**src/rtl/sram_wb_arbiter_if.sv**
```systemverilog
// Wishbone classic (non-pipelined) requester bus, one instance per master.
// The master modport drives the request; the slave modport returns data and ack.
interface sram_wb_arbiter_if #(
  parameter int AW = 8,
  parameter int DW = 32
);
  logic            cyc;
  logic            stb;
  logic            we;
  logic [DW/8-1:0] sel;
  logic [AW-1:0]   adr;
  logic [DW-1:0]   dat_w;
  logic [DW-1:0]   dat_r;
  logic            ack;

  modport master (output cyc, stb, we, sel, adr, dat_w, input dat_r, ack);
  modport slave  (input cyc, stb, we, sel, adr, dat_w, output dat_r, ack);
endinterface

```
**src/rtl/sram_wb_arbiter.sv**
```systemverilog
// Round-robin two-master Wishbone arbiter and sequencer for the RW port of the
// sky130 1 KiB SRAM macro: IDLE -> CMD -> (CAPT for reads) -> ACK -> IDLE.
module sram_wb_arbiter #(
  parameter int AW = 8,
  parameter int DW = 32
) (
  input  logic                clk,
  input  logic                rst,
  sram_wb_arbiter_if.slave    m0,
  sram_wb_arbiter_if.slave    m1,
  output logic                sram_csb0,
  output logic                sram_web0,
  output logic [7:0]          sram_wmask0,
  output logic [AW-1:0]       sram_addr0,
  output logic [DW-1:0]       sram_din0,
  input  logic [DW-1:0]       sram_dout0,
  output logic [1:0]          grant
);

  typedef enum logic [1:0] {IDLE, CMD, CAPT, ACK} state_t;

  state_t          state_q, state_d;
  logic            win_q;      // 0 = m0, 1 = m1
  logic            last_q;     // last winner, resets to m1 so m0 wins first contention
  logic            abort_q;
  logic            we_q;
  logic [DW/8-1:0] sel_q;
  logic [AW-1:0]   addr_q;
  logic [DW-1:0]   din_q;
  logic [DW-1:0]   rdata_q;

  logic req0, req1, win_d, win_cyc;
  logic ack0, ack1;

  assign req0    = m0.cyc & m0.stb;
  assign req1    = m1.cyc & m1.stb;
  assign win_d   = (req0 & req1) ? ~last_q : req1;
  assign win_cyc = win_q ? m1.cyc : m0.cyc;

  // NOTE: sequential state uses non-blocking assignments so every register
  // samples pre-edge values regardless of statement order.
  always_ff @(posedge clk) begin
    if (rst) begin
      state_q <= IDLE;
      win_q   <= 1'b0;
      last_q  <= 1'b1;
      abort_q <= 1'b0;
      we_q    <= 1'b0;
      sel_q   <= '0;
      addr_q  <= '0;
      din_q   <= '0;
      rdata_q <= '0;
    end else begin
      state_q <= state_d;
      case (state_q)
        IDLE: begin
          if (req0 | req1) begin
            win_q   <= win_d;
            abort_q <= 1'b0;
            if (win_d) begin
              we_q   <= m1.we;
              sel_q  <= m1.sel;
              addr_q <= m1.adr;
              din_q  <= m1.dat_w;
            end else begin
              we_q   <= m0.we;
              sel_q  <= m0.sel;
              addr_q <= m0.adr;
              din_q  <= m0.dat_w;
            end
          end
        end
        CMD: begin
          if (!win_cyc) abort_q <= 1'b1;
        end
        CAPT: begin
          if (!win_cyc) abort_q <= 1'b1;
          rdata_q <= sram_dout0;
        end
        ACK: begin
          last_q <= win_q;
        end
        default: ;
      endcase
    end
  end

  // NOTE: every output of this block gets a default first, so no path can
  // leave a signal unassigned and infer a latch.
  always_comb begin
    state_d     = state_q;
    sram_csb0   = 1'b1;
    sram_web0   = 1'b1;
    sram_wmask0 = '0;
    grant       = 2'b00;
    ack0        = 1'b0;
    ack1        = 1'b0;
    case (state_q)
      IDLE: begin
        if (req0 | req1) state_d = CMD;
      end
      CMD: begin
        sram_csb0   = 1'b0;
        sram_web0   = ~we_q;
        sram_wmask0 = 8'(sel_q);
        grant       = {win_q, ~win_q};
        state_d     = we_q ? ACK : CAPT;
      end
      CAPT: begin
        sram_csb0 = 1'b0;
        grant     = {win_q, ~win_q};
        state_d   = ACK;
      end
      ACK: begin
        grant   = {win_q, ~win_q};
        state_d = IDLE;
        // An abandoned cycle still finishes at the SRAM but is never acked.
        if (!abort_q && win_cyc) begin
          ack0 = ~win_q;
          ack1 = win_q;
        end
      end
      default: state_d = IDLE;
    endcase
  end

  assign sram_addr0 = addr_q;
  assign sram_din0  = din_q;
  assign m0.ack     = ack0;
  assign m1.ack     = ack1;
  assign m0.dat_r   = rdata_q;
  assign m1.dat_r   = rdata_q;

endmodule
```
**src/flat_wrapper.sv**
```systemverilog
// flat-port wrapper written by rule: the top's interface ports become plain ports
module sram_wb_arbiter_flat 
#(
  parameter int AW = 8,
  parameter int DW = 32
)
  (clk, rst, sram_csb0, sram_web0, sram_wmask0, sram_addr0, sram_din0, sram_dout0, grant, m0_cyc, m0_stb, m0_we, m0_sel, m0_adr, m0_dat_w, m0_dat_r, m0_ack, m1_cyc, m1_stb, m1_we, m1_sel, m1_adr, m1_dat_w, m1_dat_r, m1_ack);
  sram_wb_arbiter_if #(.AW(AW), .DW(DW)) m0_i ();
  sram_wb_arbiter_if #(.AW(AW), .DW(DW)) m1_i ();
  input  logic clk;
  input  logic rst;
  output logic sram_csb0;
  output logic sram_web0;
  output logic [7:0] sram_wmask0;
  output logic [AW-1:0] sram_addr0;
  output logic [DW-1:0] sram_din0;
  input  logic [DW-1:0] sram_dout0;
  output logic [1:0] grant;
  input wire logic [$bits(m0_i.cyc)-1:0] m0_cyc;
  input wire logic [$bits(m0_i.stb)-1:0] m0_stb;
  input wire logic [$bits(m0_i.we)-1:0] m0_we;
  input wire logic [$bits(m0_i.sel)-1:0] m0_sel;
  input wire logic [$bits(m0_i.adr)-1:0] m0_adr;
  input wire logic [$bits(m0_i.dat_w)-1:0] m0_dat_w;
  output wire logic [$bits(m0_i.dat_r)-1:0] m0_dat_r;
  output wire logic [$bits(m0_i.ack)-1:0] m0_ack;
  input wire logic [$bits(m1_i.cyc)-1:0] m1_cyc;
  input wire logic [$bits(m1_i.stb)-1:0] m1_stb;
  input wire logic [$bits(m1_i.we)-1:0] m1_we;
  input wire logic [$bits(m1_i.sel)-1:0] m1_sel;
  input wire logic [$bits(m1_i.adr)-1:0] m1_adr;
  input wire logic [$bits(m1_i.dat_w)-1:0] m1_dat_w;
  output wire logic [$bits(m1_i.dat_r)-1:0] m1_dat_r;
  output wire logic [$bits(m1_i.ack)-1:0] m1_ack;
  assign m0_i.cyc = m0_cyc;
  assign m0_i.stb = m0_stb;
  assign m0_i.we = m0_we;
  assign m0_i.sel = m0_sel;
  assign m0_i.adr = m0_adr;
  assign m0_i.dat_w = m0_dat_w;
  assign m0_dat_r = m0_i.dat_r;
  assign m0_ack = m0_i.ack;
  assign m1_i.cyc = m1_cyc;
  assign m1_i.stb = m1_stb;
  assign m1_i.we = m1_we;
  assign m1_i.sel = m1_sel;
  assign m1_i.adr = m1_adr;
  assign m1_i.dat_w = m1_dat_w;
  assign m1_dat_r = m1_i.dat_r;
  assign m1_ack = m1_i.ack;
  sram_wb_arbiter #(.AW(AW), .DW(DW)) u_core (.clk(clk), .rst(rst), .m0(m0_i), .m1(m1_i), .sram_csb0(sram_csb0), .sram_web0(sram_web0), .sram_wmask0(sram_wmask0), .sram_addr0(sram_addr0), .sram_din0(sram_din0), .sram_dout0(sram_dout0), .grant(grant));
endmodule
```
**config.mk**
```make
export PLATFORM = sky130hd
export DESIGN_NAME = sram_wb_arbiter_flat
export DESIGN_NICKNAME = d
export VERILOG_FILES = /design/src/rtl/sram_wb_arbiter_if.sv /design/src/rtl/sram_wb_arbiter.sv /design/src/flat_wrapper.sv
export SDC_FILE = /design/constraint.sdc
export NUM_CORES = 1
export LEC_CHECK = 0
export CORE_ASPECT_RATIO = 1.2
export CORE_MARGIN = 2
export CORE_UTILIZATION = 35
export DETAILED_ROUTE_END_ITERATION = 12
export PLACE_DENSITY_LB_ADDON = 0.12
export SETUP_SLACK_MARGIN = 0.02
export SKIP_LAST_GASP = 1
export SYNTH_ARGS = -nofsm -noshare
export SYNTH_HDL_FRONTEND = slang
export SYNTH_SLANG_ARGS = --single-unit
```
**constraint.sdc**
```tcl
create_clock -name clk -period 1.5 [get_ports clk]
set_input_delay 0.225 -clock clk [delete_from_list [all_inputs] [get_ports clk]]
set_output_delay 0.225 -clock clk [all_outputs]
set_load 0.02 [all_outputs]
```
==> results_dict.tcl <==
set metrics [dict create \
    rsz0062_at_grt "yes" \
    finalHoldViolCount 0 \
    final_cell_mix "clkdlybuf4s50_1 (126), dlygate4sd2_1 (104), dfxtp_1 (79), a21oi_1 (48), nand3_1 (46)" \
    power_density_nw_per_um2 1253 \
    clock_latency_ps 330 \
    postRouteAntennaNets 0 \
    ys_seq_elements 82 \
    core-area_sq_um 12000 \
    htreeDepth 3 \
    antenna_cells 0 \
    grt_max_degree 35 \
    setup_viol 38 \
    synth_cells 449 \
    max_freq_ghz 0.6397 \
    crit_type "reg2out" \
    fillerInstances 1130 \
    die_area_sq_um 13110 \
    wl_per_cell_um 17.66 \
    end_kind "output port" \
    track_usage_pct 21.78 \
    report.power.total_mw 9.267 \
    period_minus_slack_ps 1563 \
    synth_edf_count 0 \
    synth.area.top_cells "dfxtp_1 (38%), a311oi_2 (14%), mux2i_1 (7.7%), buf_4 (7.2%), a21oi_1 (5.6%)" \
    die_y_um 125.0 \
    holdBufCountCts 0 \
    avgSynthCellArea_sq_um 9.516 \
    maxSlewViolCount 0 \
    drt_pass1_iterations 5 \
    final_common_cell "clkdlybuf4s50_1" \
    crit_chain "buf_6 -> inv_6 -> ha_4 -> buf_12 -> nor2_4 -> buf_6" \
    overflow 0 \
    grt_pass1_vias 4338 \
    worst-endpoint-arrival_ps 1340 \
    cts_buffer_depth 2 \
    finalWorstSetupSlack_ps -63.33 \
    crit_path_max_fanout 5 \
    portBuffers 241 \
    boundaryPins 246 \
    yosysWarnings 0 \
    cts_root_buffer "clkbuf_16" \
    start_kind "flip-flop" \
    crit_top_cell "buf_6" \
    drv_cap 0 \
    synth_cell_type_count 34 \
    num-nets-final 809 \
    die_x_um 104.9 \
    hold_path.class "in2reg" \
    rows 44 \
    vias_per_cell 5.152 \
    status "finished, violations left" \
    slowest_delay_ps 370 \
    syn_area_sq_um 4273 \
    ys_async_sr_fraction_pct 0 \
    cts_buffers 9 \
    p_leak_nw 3.082 \
    synth_top_cell_area_share_pct 38.42 \
    cts_tree "done" \
    clock_skew_ps 5.704 \
    drive_gt1_share_pct 21.73 \
    violations "negative setup slack" \
    wl_mm 14.87 \
    dp_hpwl_mm 10.25 \
    finalCritPeriodShare_pct 104.2 \
    synth.largest_area_cell "dfxtp_1" \
    vias 4338 \
    yosysSeqAreaShare_pct 38.42 \
    critPathRequiredTime_ps 1270 \
    clk_pin_slew_ps 60 \
    crit_slowest_cell "dfxtp_4" \
    antenna_found_initial 0 \
    area_growth_syn_to_layout_pct 73.09 \
    start_util_pct 35.60 \
    drt_iter0_markers 182 \
    place_congestion 0.7782 \
    drc 0 \
    dpl_worst_slack_ps -410.9 \
    cts.sinks 82 \
    ys.flop_type "dfxtp_1" \
    ir_drop_mv 0.5711 \
    grt_pass1_wl_mm 22.63 \
]
==> registers in the layout, summed over array words and instances, names as in the netlist, 2 cells and up <==
register,cells
u_core.sel_q,4
u_core.sram_din0,32
u_core.m0.dat_r,32
u_core.state_q,2
u_core.sram_addr0,8
==> cells by family after synthesis <==
family	after synthesis	share of synthesized area, %
AOI/OAI and AO/OA	146	27.55
adders and majority gates	4	1.171
buffers and inverters	87	14.06
DFF	82	38.42
muxes	34	7.994
other	1	0.08776
and+or+nand+nor	95	10.72
==> cell type report <==
type | count | area [sq um] | share of cell area [%]
well taps | 161 | 201.4 | 2.724
inverters | 5 | 28.78 | 0.3891
clock buffers | 12 | 256.5 | 3.468
flip-flops and latches | 82 | 1650 | 22.31
multi-input cells | 283 | 2160 | 29.20
repair buffers | 296 | 3084 | 41.70
clock inverters | 3 | 15.01 | 0.2030
==> where the power goes <==
group / switching [mW] / internal [mW]
Sequential: 0.228 / 2.55
Clock: 0.848 / 1.19
Combinational: 2.20 / 2.25
Total: 3.27 / 5.99
==> timing repair <==
| action | CTS | global route |
|---|---|---|
| gates resized for setup | 196 | 17 |
| pin swaps | 10 | 13 |
| gates cloned | 5 | 3 |
| setup buffers | 9 | 5 |
| hold endpoints to repair | 0 | 0 |
| setup endpoints to repair | 167 | 78 |
==> per-layer routing <==
layer	track usage (%)	wire length, um	share of wire, %	vias to the layer above
met1	23.56	5599	38	2057
li1	-	-	-	2064
met3	6.100	1094	7.4	23
met4	9.176	370	2.5	0
met5	0	0	0	-
met2	39.50	7805	52	194
==> cell usage after synthesis, drive strengths merged (2+ instances only) <==
| library cell | count |
|---|---|
| nor2 | 35 |
| a221oi | 2 |
| and2 | 5 |
| inv | 5 |
| dfxtp | 82 |
| nor2b | 2 |
| o21ai | 47 |
| a311oi | 45 |
| clkbuf | 14 |
| buf | 68 |
| nand3 | 48 |
| a21oi | 48 |
| nand2 | 2 |
| ha | 4 |
| a211o | 2 |
| mux2i | 33 |
==> metrics by stage <==
step | area, sq um | setup TNS [ps] | utilization [%] | hold WS [ps] | instances
after detailed placement | 6771 | -14350 | 56.42 | 506.1 | 807
final | 7396 | -750.8 | 61.62 | 328.8 | 842
after CTS | 7264 | -1456 | 60.53 | 330.5 | 836
after global routing | 7396 | -3307 | 61.62 | 348.0 | 842
after global placement | 6771 | -11740 | 56.42 | 474.1 | 807
after floorplan | 4295 | 0 | - | 372.2 | 452
==> worst max-delay path: cells and delay by family, from the launching register on <==
kind          cells  cell delay [ps]
buf+inv           4              400
fa+ha+maj         1              180
flops             1              370
simple gates      1               70
==> worst paths after layout <==
path	slack, ps	startpoint	endpoint	cells past startpoint
worst max-delay path	-60	u_core.state_q[1]$_SDFFE_PP0P_	grant[0]	6
worst min-delay path	330	rst	u_core.m0.dat_r[1]$_SDFFE_PP0N_	2
worst max register to register	-40	u_core.state_q[1]$_SDFFE_PP0P_	u_core.sram_addr0[2]$_SDFFE_PP0P_	9
worst min register to register	500	u_core.m0.dat_r[1]$_SDFFE_PP0N_	u_core.m0.dat_r[1]$_SDFFE_PP0N_	2
No activity file was read; power rests on OpenSTA's default activity.
